===== config.mk =====
export PLATFORM = sky130hd
export DESIGN_NAME = lsu_axi_lite_flat
export DESIGN_NICKNAME = d
export VERILOG_FILES = /design/src/rtl/lsu_axi_lite_if.sv /design/src/rtl/lsu_axi_lite.sv /design/src/flat_wrapper.sv
export SDC_FILE = /design/constraint.sdc
export NUM_CORES = 1
export LEC_CHECK = 0
export ABC_CLOCK_PERIOD_IN_PS = 8370
export CAP_MARGIN = 10
export CELL_PAD_IN_SITES_DETAIL_PLACEMENT = 0
export CELL_PAD_IN_SITES_GLOBAL_PLACEMENT = 1
export CORE_MARGIN = 2
export CORE_UTILIZATION = 35
export CTS_CLUSTER_SIZE = 16
export DETAILED_ROUTE_END_ITERATION = 8
export PLACE_DENSITY = 0.89
export SYNTH_ARGS = -nofsm -noshare
export SYNTH_HDL_FRONTEND = slang
export SYNTH_SLANG_ARGS = --single-unit

===== constraint.sdc =====
create_clock -name clk -period 8.37 [get_ports clk]
set_input_delay 1.2555 -clock clk [delete_from_list [all_inputs] [get_ports clk]]
set_output_delay 1.2555 -clock clk [all_outputs]
set_load 0.03 [all_outputs]

===== src/rtl/lsu_axi_lite_if.sv =====
// Request/response port between the execute stage and the load/store unit,
// and the AXI4-Lite data port between the load/store unit and ram_axi_lite.

interface lsu_req_if;
    logic        req_valid;
    logic        req_ready;
    logic        req_wen;
    logic [63:0] req_addr;
    logic [2:0]  req_memop;
    logic [63:0] req_wdata;
    logic        resp_valid;
    logic [63:0] resp_rdata;
    logic        resp_err;

    // Execute stage side: issues requests, consumes responses.
    modport master (
        output req_valid, req_wen, req_addr, req_memop, req_wdata,
        input  req_ready, resp_valid, resp_rdata, resp_err
    );

    // Load/store unit side.
    modport slave (
        input  req_valid, req_wen, req_addr, req_memop, req_wdata,
        output req_ready, resp_valid, resp_rdata, resp_err
    );
endinterface

interface axi_lite_if #(
    parameter int ADDR_W = 32
);
    logic [ADDR_W-1:0] awaddr;
    logic              awvalid;
    logic              awready;
    logic [63:0]       wdata;
    logic [7:0]        wstrb;
    logic              wvalid;
    logic              wready;
    logic [1:0]        bresp;
    logic              bvalid;
    logic              bready;
    logic [ADDR_W-1:0] araddr;
    logic              arvalid;
    logic              arready;
    logic [63:0]       rdata;
    logic [1:0]        rresp;
    logic              rvalid;
    logic              rready;

    modport master (
        output awaddr, awvalid, wdata, wstrb, wvalid, bready, araddr, arvalid, rready,
        input  awready, wready, bresp, bvalid, arready, rdata, rresp, rvalid
    );

    modport slave (
        input  awaddr, awvalid, wdata, wstrb, wvalid, bready, araddr, arvalid, rready,
        output awready, wready, bresp, bvalid, arready, rdata, rresp, rvalid
    );
endinterface


===== src/rtl/lsu_axi_lite.sv =====
// Load/store unit: one execute-stage memory request becomes one AXI4-Lite
// read or write on the data port; loads return sign/zero-extended data.

module lsu_axi_lite #(
    parameter int ADDR_W = 32,
    parameter int DATA_W = 64
) (
    input  logic              clk,
    input  logic              rst,
    lsu_req_if.slave          req,
    axi_lite_if.master        axi,
    output logic [2:0]        o_state
);

    typedef enum logic [2:0] {
        S_IDLE = 3'd0,
        S_AR   = 3'd1,
        S_R    = 3'd2,
        S_WR   = 3'd3,
        S_B    = 3'd4,
        S_RESP = 3'd5
    } state_t;

    state_t            r_state;
    logic [2:0]        r_off;
    logic [2:0]        r_memop;
    logic [ADDR_W-1:0] r_awaddr;
    logic [ADDR_W-1:0] r_araddr;
    logic [DATA_W-1:0] r_wdata;
    logic [7:0]        r_wstrb;
    logic              r_awvalid;
    logic              r_wvalid;
    logic              r_bready;
    logic              r_arvalid;
    logic              r_rready;
    logic              r_resp_valid;
    logic [DATA_W-1:0] r_resp_rdata;
    logic              r_resp_err;

    logic [3:0]        w_nbytes;
    logic              w_req_err;
    logic [ADDR_W-1:0] w_bus_addr;
    logic [DATA_W-1:0] w_wdata_sh;
    logic [7:0]        w_wstrb;
    logic [DATA_W-1:0] w_rdata_sh;
    logic [DATA_W-1:0] w_load_data;
    logic              w_unused;

    assign w_unused = ^req.req_addr[63:ADDR_W];

    // An access is rejected when it would straddle two 8-byte words.
    assign w_nbytes   = 4'd1 << req.req_memop[1:0];
    assign w_req_err  = (req.req_memop == 3'd7) || (({1'b0, req.req_addr[2:0]} + w_nbytes) > 4'd8);
    assign w_bus_addr = {req.req_addr[ADDR_W-1:3], 3'b000};
    assign w_wdata_sh = req.req_wdata << {req.req_addr[2:0], 3'b000};

    always_comb begin
        w_wstrb = 8'h00;
        case (req.req_memop[1:0])
            2'd0:    w_wstrb = 8'h01 << req.req_addr[2:0];
            2'd1:    w_wstrb = 8'h03 << req.req_addr[2:0];
            2'd2:    w_wstrb = 8'h0F << req.req_addr[2:0];
            default: w_wstrb = 8'hFF << req.req_addr[2:0];
        endcase
    end

    assign w_rdata_sh = axi.rdata >> {r_off, 3'b000};

    always_comb begin
        w_load_data = '0;
        case (r_memop)
            3'd0:    w_load_data = {{56{w_rdata_sh[7]}},  w_rdata_sh[7:0]};
            3'd1:    w_load_data = {{48{w_rdata_sh[15]}}, w_rdata_sh[15:0]};
            3'd2:    w_load_data = {{32{w_rdata_sh[31]}}, w_rdata_sh[31:0]};
            3'd3:    w_load_data = w_rdata_sh;
            3'd4:    w_load_data = {56'd0, w_rdata_sh[7:0]};
            3'd5:    w_load_data = {48'd0, w_rdata_sh[15:0]};
            3'd6:    w_load_data = {32'd0, w_rdata_sh[31:0]};
            default: w_load_data = '0;
        endcase
    end

    // Handshakes: a transfer happens on a clock edge where valid and ready are
    // both high; a raised valid holds with stable payload until that edge, and
    // the AW and W channels complete independently of each other.
    always_ff @(posedge clk) begin
        if (rst) begin
            r_state      <= S_IDLE;
            r_off        <= '0;
            r_memop      <= '0;
            r_awaddr     <= '0;
            r_araddr     <= '0;
            r_wdata      <= '0;
            r_wstrb      <= '0;
            r_awvalid    <= 1'b0;
            r_wvalid     <= 1'b0;
            r_bready     <= 1'b0;
            r_arvalid    <= 1'b0;
            r_rready     <= 1'b0;
            r_resp_valid <= 1'b0;
            r_resp_rdata <= '0;
            r_resp_err   <= 1'b0;
        end else begin
            r_resp_valid <= 1'b0;
            case (r_state)
                S_IDLE: begin
                    if (req.req_valid) begin
                        r_off   <= req.req_addr[2:0];
                        r_memop <= req.req_memop;
                        if (w_req_err) begin
                            r_resp_err   <= 1'b1;
                            r_resp_rdata <= '0;
                            r_resp_valid <= 1'b1;
                            r_state      <= S_RESP;
                        end else if (req.req_wen) begin
                            r_awaddr  <= w_bus_addr;
                            r_wdata   <= w_wdata_sh;
                            r_wstrb   <= w_wstrb;
                            r_awvalid <= 1'b1;
                            r_wvalid  <= 1'b1;
                            r_state   <= S_WR;
                        end else begin
                            r_araddr  <= w_bus_addr;
                            r_arvalid <= 1'b1;
                            r_state   <= S_AR;
                        end
                    end
                end
                S_AR: begin
                    if (axi.arready) begin
                        r_arvalid <= 1'b0;
                        r_rready  <= 1'b1;
                        r_state   <= S_R;
                    end
                end
                S_R: begin
                    if (axi.rvalid) begin
                        r_rready     <= 1'b0;
                        r_resp_err   <= |axi.rresp;
                        r_resp_rdata <= (|axi.rresp) ? '0 : w_load_data;
                        r_resp_valid <= 1'b1;
                        r_state      <= S_RESP;
                    end
                end
                S_WR: begin
                    if (axi.awready) r_awvalid <= 1'b0;
                    if (axi.wready)  r_wvalid  <= 1'b0;
                    if ((!r_awvalid || axi.awready) && (!r_wvalid || axi.wready)) begin
                        r_bready <= 1'b1;
                        r_state  <= S_B;
                    end
                end
                S_B: begin
                    if (axi.bvalid) begin
                        r_bready     <= 1'b0;
                        r_resp_err   <= |axi.bresp;
                        r_resp_rdata <= '0;
                        r_resp_valid <= 1'b1;
                        r_state      <= S_RESP;
                    end
                end
                S_RESP: begin
                    r_resp_err   <= 1'b0;
                    r_resp_rdata <= '0;
                    r_state      <= S_IDLE;
                end
                default: r_state <= S_IDLE;
            endcase
        end
    end

    assign req.req_ready  = (r_state == S_IDLE);
    assign req.resp_valid = r_resp_valid;
    assign req.resp_rdata = r_resp_rdata;
    assign req.resp_err   = r_resp_err;

    assign axi.awaddr  = r_awaddr;
    assign axi.awvalid = r_awvalid;
    assign axi.wdata   = r_wdata;
    assign axi.wstrb   = r_wstrb;
    assign axi.wvalid  = r_wvalid;
    assign axi.bready  = r_bready;
    assign axi.araddr  = r_araddr;
    assign axi.arvalid = r_arvalid;
    assign axi.rready  = r_rready;

    assign o_state = r_state;

endmodule


===== src/flat_wrapper.sv =====
// flat-port wrapper written by rule: the top's interface ports become plain ports
module lsu_axi_lite_flat 
#(
    parameter int ADDR_W = 32,
    parameter int DATA_W = 64
)
  (clk, rst, o_state, req_req_valid, req_req_wen, req_req_addr, req_req_memop, req_req_wdata, req_req_ready, req_resp_valid, req_resp_rdata, req_resp_err, axi_awaddr, axi_awvalid, axi_wdata, axi_wstrb, axi_wvalid, axi_bready, axi_araddr, axi_arvalid, axi_rready, axi_awready, axi_wready, axi_bresp, axi_bvalid, axi_arready, axi_rdata, axi_rresp, axi_rvalid);
  lsu_req_if req_i ();
  axi_lite_if #(.ADDR_W(ADDR_W)) axi_i ();
  input  logic clk;
  input  logic rst;
  output logic [2:0] o_state;
  input wire logic [$bits(req_i.req_valid)-1:0] req_req_valid;
  input wire logic [$bits(req_i.req_wen)-1:0] req_req_wen;
  input wire logic [$bits(req_i.req_addr)-1:0] req_req_addr;
  input wire logic [$bits(req_i.req_memop)-1:0] req_req_memop;
  input wire logic [$bits(req_i.req_wdata)-1:0] req_req_wdata;
  output wire logic [$bits(req_i.req_ready)-1:0] req_req_ready;
  output wire logic [$bits(req_i.resp_valid)-1:0] req_resp_valid;
  output wire logic [$bits(req_i.resp_rdata)-1:0] req_resp_rdata;
  output wire logic [$bits(req_i.resp_err)-1:0] req_resp_err;
  output wire logic [$bits(axi_i.awaddr)-1:0] axi_awaddr;
  output wire logic [$bits(axi_i.awvalid)-1:0] axi_awvalid;
  output wire logic [$bits(axi_i.wdata)-1:0] axi_wdata;
  output wire logic [$bits(axi_i.wstrb)-1:0] axi_wstrb;
  output wire logic [$bits(axi_i.wvalid)-1:0] axi_wvalid;
  output wire logic [$bits(axi_i.bready)-1:0] axi_bready;
  output wire logic [$bits(axi_i.araddr)-1:0] axi_araddr;
  output wire logic [$bits(axi_i.arvalid)-1:0] axi_arvalid;
  output wire logic [$bits(axi_i.rready)-1:0] axi_rready;
  input wire logic [$bits(axi_i.awready)-1:0] axi_awready;
  input wire logic [$bits(axi_i.wready)-1:0] axi_wready;
  input wire logic [$bits(axi_i.bresp)-1:0] axi_bresp;
  input wire logic [$bits(axi_i.bvalid)-1:0] axi_bvalid;
  input wire logic [$bits(axi_i.arready)-1:0] axi_arready;
  input wire logic [$bits(axi_i.rdata)-1:0] axi_rdata;
  input wire logic [$bits(axi_i.rresp)-1:0] axi_rresp;
  input wire logic [$bits(axi_i.rvalid)-1:0] axi_rvalid;
  assign req_i.req_valid = req_req_valid;
  assign req_i.req_wen = req_req_wen;
  assign req_i.req_addr = req_req_addr;
  assign req_i.req_memop = req_req_memop;
  assign req_i.req_wdata = req_req_wdata;
  assign req_req_ready = req_i.req_ready;
  assign req_resp_valid = req_i.resp_valid;
  assign req_resp_rdata = req_i.resp_rdata;
  assign req_resp_err = req_i.resp_err;
  assign axi_awaddr = axi_i.awaddr;
  assign axi_awvalid = axi_i.awvalid;
  assign axi_wdata = axi_i.wdata;
  assign axi_wstrb = axi_i.wstrb;
  assign axi_wvalid = axi_i.wvalid;
  assign axi_bready = axi_i.bready;
  assign axi_araddr = axi_i.araddr;
  assign axi_arvalid = axi_i.arvalid;
  assign axi_rready = axi_i.rready;
  assign axi_i.awready = axi_awready;
  assign axi_i.wready = axi_wready;
  assign axi_i.bresp = axi_bresp;
  assign axi_i.bvalid = axi_bvalid;
  assign axi_i.arready = axi_arready;
  assign axi_i.rdata = axi_rdata;
  assign axi_i.rresp = axi_rresp;
  assign axi_i.rvalid = axi_rvalid;
  lsu_axi_lite #(.ADDR_W(ADDR_W), .DATA_W(DATA_W)) u_core (.clk(clk), .rst(rst), .req(req_i), .axi(axi_i), .o_state(o_state));
endmodule

==> results.yml, run 1 <==
clock_tree:
  postCtsSetupBuffers: 0
  cts_max_path_buffers: 3
  cts_tree: "built"
  ctsResizeCount: 0
  cts.sinks: 210
  postCtsHoldBufs: 0
  cts_max_level: 1
  insertion_delay_ns: 0.53
  clk_pin_slew_ns: 0.06
  cts_root_buffer: "clkbuf_16"
  numCtsBuffers: 25
worst_hold_path:
  hp-class: "flip-flop to flip-flop"
  whs_path_depth: 2
pwr:
  p_sw_share_pct: 39.3
  irDropWorstVdd_v: 0.000152
  p_leak_nw: 5.58
  power.density_nw_per_um2: 231
  internal_power_mw: 2.22
  power.sequential.fraction_pct: 32.1
  clkPwrFrac_pct: 26.9
  pwr-share-comb_pct: 40.9
  switchingPower_mw: 1.44
critical_path:
  worstPathArrival_ns: 5.24
  crit_path_start_kind: "primary input"
  cp_data_required_time_ns: 8.80
  crit_slowest_cell: "clkdlybuf4s50_1"
  crit_cells: 11
  crit_chain: "clkdlybuf4s50_1 -> nor2_1 -> ha_1 -> fa_1 -> xor2_2 -> xnor2_2 -> a211oi_4 -> nor3_4 -> buf_4 -> nor2_1 -> a211oi_1"
  end_kind: "flip-flop"
  worstRegToRegCells: 8
  max_stage_delay_ns: 0.83
  worst-path-buf-inv: 2
  worst-path-max-fanout: 74
  cp_top_family: "buffers and inverters"
  crit_type: "primary input to flip-flop"
  path_common_cell: "nor2_1"
routing:
  num_vias: 11400
  via_per_inst: 5.46
  dr.pass1.iters: 6
  top_layer: "met5"
  wl_met3_mm: 4.15
  wl_mm: 42.1
  ant_nets: 0
  dr_wl_met2_mm: 18.9
  m1WireLength_mm: 17.6
  wl_per_cell_um: 20.2
  route.detailed.drc: 0
  drtIter0Drc: 868
cells_and_area:
  nets: 1873
  syn_to_final_growth_pct: 40.4
  final_util_pct: 50.0
  finalInstanceArea_um2: 15800
  layout-drive-gt1-share_pct: 7.45
  final_cell_count_no_fill: 2081
timing:
  hold_violations: 0
  fin_crit_ns: 4.81
  fin_setup_tns_ns: 0
  max_freq_mhz: 208
  finalSetupViolCount: 0
  worst_slew_pin_slew_ns: 1.21
  holdWs_ns: 0.452
  drv_slew: 0
  grt_setup_unrepaired: "no"
  fin_skew_ns: 0.00816
  relSlewSlack_pct: 18.7
  period_share_pct: 57.4
die:
  die_h_um: 183
  ios: 419
  dieArea_um2: 33600
  coreArea_um2: 31600
  rows: 65
  die_w_um: 183
  start_util_pct: 35.6
global_routing:
  grt_pass1_vias: 10900
  grt_max_degree: 86
  overflow: 0
  grt_usage_pct: 24.3
  grt_pass1_wl_mm: 64.5
  antenna_found_initial: 2
placed_design:
  dp_hpwl_mm: 30.6
  io_buffers: 380
  dpl.cell_count: 2037
  globalplace.congestion: 0.926
  place_area_um2: 15100
synth:
  synth_cells: 1365
  synth_edf_count: 0
  yosys_warnings: 0
  netlist_area_um2: 11300
  synth_cell_type_count: 61
  syn_avg_cell_area_um2: 8.25
  yosys_register_bits: 210
  yosysSeqAreaShare_pct: 37.3
  synth_async_sr_flop_share_pct: 0
  yosys_most_used_dff: "dfxtp_1"
flow_run:
  maxCapViolCount: 0
outcome:
  status: "completed"
-- registers in the layout, indices dropped and copies added, names as in the netlist --
signal	count
u_core.axi.bready	1
u_core.axi.wvalid	1
u_core.axi.wdata	64
u_core.r_memop	3
u_core.r_off	3
u_core.axi.araddr	29
u_core.axi.awvalid	1
u_core.axi.awaddr	29
u_core.req.resp_err	1
u_core.axi.wstrb	8
u_core.req.resp_rdata	64
u_core.axi.rready	1
u_core.req.resp_valid	1
u_core.o_state	3
u_core.axi.arvalid	1
-- cells in the final DEF (no fill, tap or decap), types with 8 or more instances in the layout --
| cell type | synthesis | layout |
|---|---|---|
| clkdlybuf4s50_1 | 0 | 376 |
| dfxtp_1 | 210 | 208 |
| nand2_1 | 189 | 189 |
| nor2_1 | 139 | 139 |
| a21oi_1 | 128 | 128 |
| mux2i_1 | 119 | 119 |
| o21ai_0 | 69 | 69 |
| a211oi_1 | 55 | 55 |
| mux2_2 | 40 | 40 |
| a22o_1 | 32 | 32 |
| nor3_1 | 28 | 28 |
| clkbuf_16 | 0 | 25 |
| nand3_1 | 24 | 24 |
| or3_1 | 23 | 22 |
| nor2b_1 | 21 | 20 |
| buf_4 | 11 | 17 |
| nand2b_1 | 15 | 15 |
| o22ai_1 | 15 | 15 |
| inv_1 | 10 | 10 |
| a31oi_1 | 10 | 10 |
| o2bb2ai_1 | 10 | 10 |
| o21a_1 | 10 | 10 |
| a21o_1 | 9 | 9 |
| mux4_2 | 9 | 9 |
| a311oi_1 | 9 | 9 |
| a21boi_0 | 9 | 9 |
| o22a_1 | 8 | 8 |
| clkinv_2 | 0 | 8 |
-- worst paths after layout --
kind,start,endpoint,slack [ns]
worst max-delay path,req_req_memop[0],u_core.axi.wdata[54],3.56
worst min-delay path,u_core.axi.awaddr[23],u_core.axi.awaddr[23],0.45
worst max register to register,u_core.r_off[1],u_core.req.resp_rdata[41],4.78
worst min register to register,u_core.axi.awaddr[23],u_core.axi.awaddr[23],0.45
-- metrics by stage --
stage          setup WS (ns)  power (mW)
3_3_place_gp            3.10        2.67
6_report                3.56        3.65
5_1_grt                 3.28        3.85
2_1_floorplan           4.52        2.18
3_5_place_dp            3.02        2.68
4_1_cts                 3.57        3.68
-- power by group through the flow --
stage | combinational, mW | clock, mW | sequential [mW]
6_report | 1.50 | 0.985 | 1.17
5_1_grt | 1.62 | 1.05 | 1.19
4_1_cts | 1.49 | 1.01 | 1.17
3_5_place_dp | 1.48 | 0 | 1.19
3_3_place_gp | 1.48 | 0 | 1.19
2_1_floorplan | 0.845 | 0 | 1.34
-- per-layer routing --
layer	GRT usage (%)	vias up
met5	0	-
met4	9.02	2
met3	7.25	81
met2	38.7	547
met1	31.1	5281
li1	-	5444
-- cells by family (layout without fill, tap and decap cells) --
| family | after synthesis | count (layout) | share of synthesized area [%] |
|---|---|---|---|
| xor gates and xnor gates | 2 | 2 | 0.289 |
| DFF | 210 | 210 | 37.3 |
| and+or+nand+nor | 457 | 457 | 17.7 |
| AOI/OAI and AO/OA | 381 | 381 | 22.0 |
| buffers and inverters | 143 | 451 | 5.86 |
| muxes | 168 | 168 | 16.4 |
| adders and majority gates | 3 | 3 | 0.400 |
| other | 1 | 7 | 0.0333 |
-- worst min-delay path, stage by stage (launching register included) --
cell and delay [ns]:
dfxtp_1 0.30, nand2_1 0.05, a21oi_1 0.05
-- synth_stat cells, drive strengths merged (2+ instances only) --
cell | instances | area (µm²)
and2 | 2 | 12.5
mux2 | 40 | 450
a22o | 32 | 280
nor4 | 2 | 12.5
nor2b | 21 | 131
nor4b | 2 | 17.5
a31o | 3 | 26.3
mux4 | 9 | 203
or3 | 23 | 144
clkbuf | 66 | 248
mux2i | 119 | 1190
a31oi | 11 | 75.1
nor3b | 4 | 30.0
a21o | 9 | 67.6
dfxtp | 210 | 4200
o22ai | 16 | 106
o21a | 10 | 75.1
o2bb2ai | 10 | 87.6
a21boi | 9 | 67.6
o21ai | 70 | 350
nor2 | 139 | 522
or2b | 2 | 15.0
o22a | 8 | 70.1
nand2 | 190 | 716
nand2b | 15 | 93.8
a21oi | 129 | 657
a211oi | 57 | 445
nor3 | 29 | 150
nand3b | 2 | 15.0
buf | 64 | 363
ha | 2 | 25.0
nand3 | 24 | 120
a311oi | 10 | 105
inv | 12 | 45.1
-- layout make-up --
type / count / area [µm²]
clock inverters: 11 / 65.1
repair buffers: 395 / 3900
well taps: 402 / 503
fillers: 2998 / 15800
diodes: 1 / 2.50
flip-flops and latches: 210 / 4210
inverters: 13 / 48.8
multi-input cells: 1017 / 6430
clock buffers: 32 / 652
No activity file was read; power rests on OpenSTA's default activity.
==> inputs of run 2 (changes only) <==
- ABC_CLOCK_PERIOD_IN_PS: 8370 -> 4950
- CORE_UTILIZATION: 35 -> 32
- PLACE_DENSITY: 0.89 -> 0.83
- clock period: 8.37 -> 4.95 ns (I/O delays scaled with it)
==> results.yml, run 2 (synthesis results as in run 1) <==
pwr:
  irDropWorstVdd_v: 0.000254
  power.density_nw_per_um2: 404
  p_leak_nw: 5.70
routing:
  num_vias: 11300
  wl_per_cell_um: 20.1
  ant_nets: 0
  drtIter0Drc: 727
  wl_mm: 43.1
  via_per_inst: 5.28
  route.detailed.drc: 0
  dr.pass1.iters: 5
die:
  ios: 419
  die_w_um: 192
  die_h_um: 192
  start_util_pct: 32.5
  coreArea_um2: 34600
  dieArea_um2: 36700
  rows: 68
timing:
  drv_slew: 0
  fin_skew_ns: 0.0236
  fin_crit_ns: 3.68
  relSlewSlack_pct: 22.5
  max_freq_mhz: 272
  finalSetupViolCount: 0
  period_share_pct: 74.4
  hold_violations: 0
  holdWs_ns: 0.452
  fin_setup_tns_ns: 0
  grt_setup_unrepaired: "no"
  worst_slew_pin_slew_ns: 1.16
  setup_ws_ns: 1.27
cells_and_area:
  final_util_pct: 46.5
  syn_to_final_growth_pct: 43.2
  nets: 1879
  layout-drive-gt1-share_pct: 8.13
  final_common_cell: "clkdlybuf4s50_1"
  final_cell_mix: "clkdlybuf4s50_1, dfxtp_1, nand2_1"
critical_path:
  crit_chain: "clkdlybuf4s50_1 -> buf_4 -> nor2_1 -> ha_1 -> fa_1 -> xor2_2 -> xnor2_2 -> a211oi_4 -> or3_2 -> buf_12 -> or3_1 -> a21oi_1"
  cp_data_required_time_ns: 5.39
  worstRegToRegCells: 7
  r2r-end: "u_core.req.resp_rdata[21]"
  crit_path_start_kind: "primary input"
  worstPathArrival_ns: 4.12
  max_stage_delay_ns: 0.66
  end_kind: "flip-flop"
  crit_type: "primary input to flip-flop"
  crit_slowest_cell: "or3_2"
  worst-path-max-fanout: 61
  rrSetupSlack_ns: 1.63
  r2r_start: "u_core.r_off[1]"
clock_tree:
  numCtsBuffers: 25
  cts_max_path_buffers: 3
  cts.sinks: 210
  postCtsSetupBuffers: 0
  insertion_delay_ns: 0.54
  clk_pin_slew_ns: 0.06
  cts_tree: "built"
  ctsResizeCount: 0
  postCtsHoldBufs: 0
  cts_root_buffer: "clkbuf_16"
  cts_max_level: 1
placed_design:
  globalplace.congestion: 0.926
  pre_cts_ws_ns: 0.712
  dp_hpwl_mm: 31.8
  io_buffers: 380
worst_hold_path:
  hold_end: "u_core.axi.awaddr[15]"
  hp-class: "flip-flop to flip-flop"
  worstHoldStart: "u_core.axi.awaddr[15]"
  whs_path_depth: 2
global_routing:
  antenna_found_initial: 5
  overflow: 0
  grt_max_degree: 95
  grt_usage_pct: 22.8
  grt_pass1_wl_mm: 65.2
  grt_pass1_vias: 11000
flow_run:
  maxCapViolCount: 0
outcome:
  status: "completed"
## run 2: cell count changes in the layout (fill, tap and decap cells not counted)
cell	before	now
buf_12	0	3
buf_2	2	1
buf_4	17	21
bufinv_16	0	4
clkbuf_1	7	3
clkbuf_8	0	5
clkinv_2	8	5
clkinv_4	1	2
clkinvlp_4	1	0
## run 2: worst max-delay path: cells and delay by family
family,cells,cell delay [ns]
buffers and inverters,3,0.90
and+or+nand+nor,3,1.09
adders and majority gates,2,0.66
xor gates and xnor gates,2,0.38
AOI/OAI and AO/OA,2,0.29
## run 2: final cells by class
| type | count | area, µm² |
|---|---|---|
| Sequential cell | 210 | 4210 |
| Antenna cell | 1 | 2.50 |
| Tap cell | 455 | 569 |
| Clock inverter | 12 | 171 |
| Inverter | 13 | 48.8 |
| Clock buffer | 33 | 706 |
| Fill cell | 3364 | 18500 |
| Multi-Input combinational cell | 1017 | 6430 |
| Timing Repair Buffer | 401 | 3990 |
## run 2: worst max-delay path by stage
stage / startpoint / to / slack (ns) / cells past startpoint
floorplan: req_req_memop[0] / u_core.axi.wdata[26] / 1.61 / 12
global route: req_req_memop[1] / u_core.axi.wdata[26] / 1.10 / 12
finish: req_req_memop[1] / u_core.axi.wdata[26] / 1.27 / 12
global placement: req_req_memop[1] / u_core.axi.wstrb[7] / 0.77 / 12
detailed placement: req_req_memop[1] / u_core.axi.wstrb[7] / 0.71 / 12
CTS: req_req_memop[1] / u_core.axi.wdata[20] / 1.28 / 12
## run 2: per-stage QoR
step	cells	cell area, µm²	power, mW
global placement	2096	15200	4.56
CTS	2141	16100	6.57
detailed placement	2096	15200	4.58
finish	2142	16100	6.52
global route	2142	16100	6.86
floorplan	1370	11300	3.69
## run 2: power breakdown
part,switching [mW],internal (mW),leakage (nW)
registers,0.159,1.85,1.70
logic,1.54,0.989,3.56
clock network,0.766,1.21,0.436
## run 2: per-layer routing
metal | global-route usage (%) | routed length (µm) | part of all wire [%]
met5 | 0 | 46 | 0.11
met2 | 36.2 | 19300 | 45
met4 | 8.37 | 1590 | 3.7
met1 | 28.2 | 17500 | 41
met3 | 8.37 | 4670 | 11
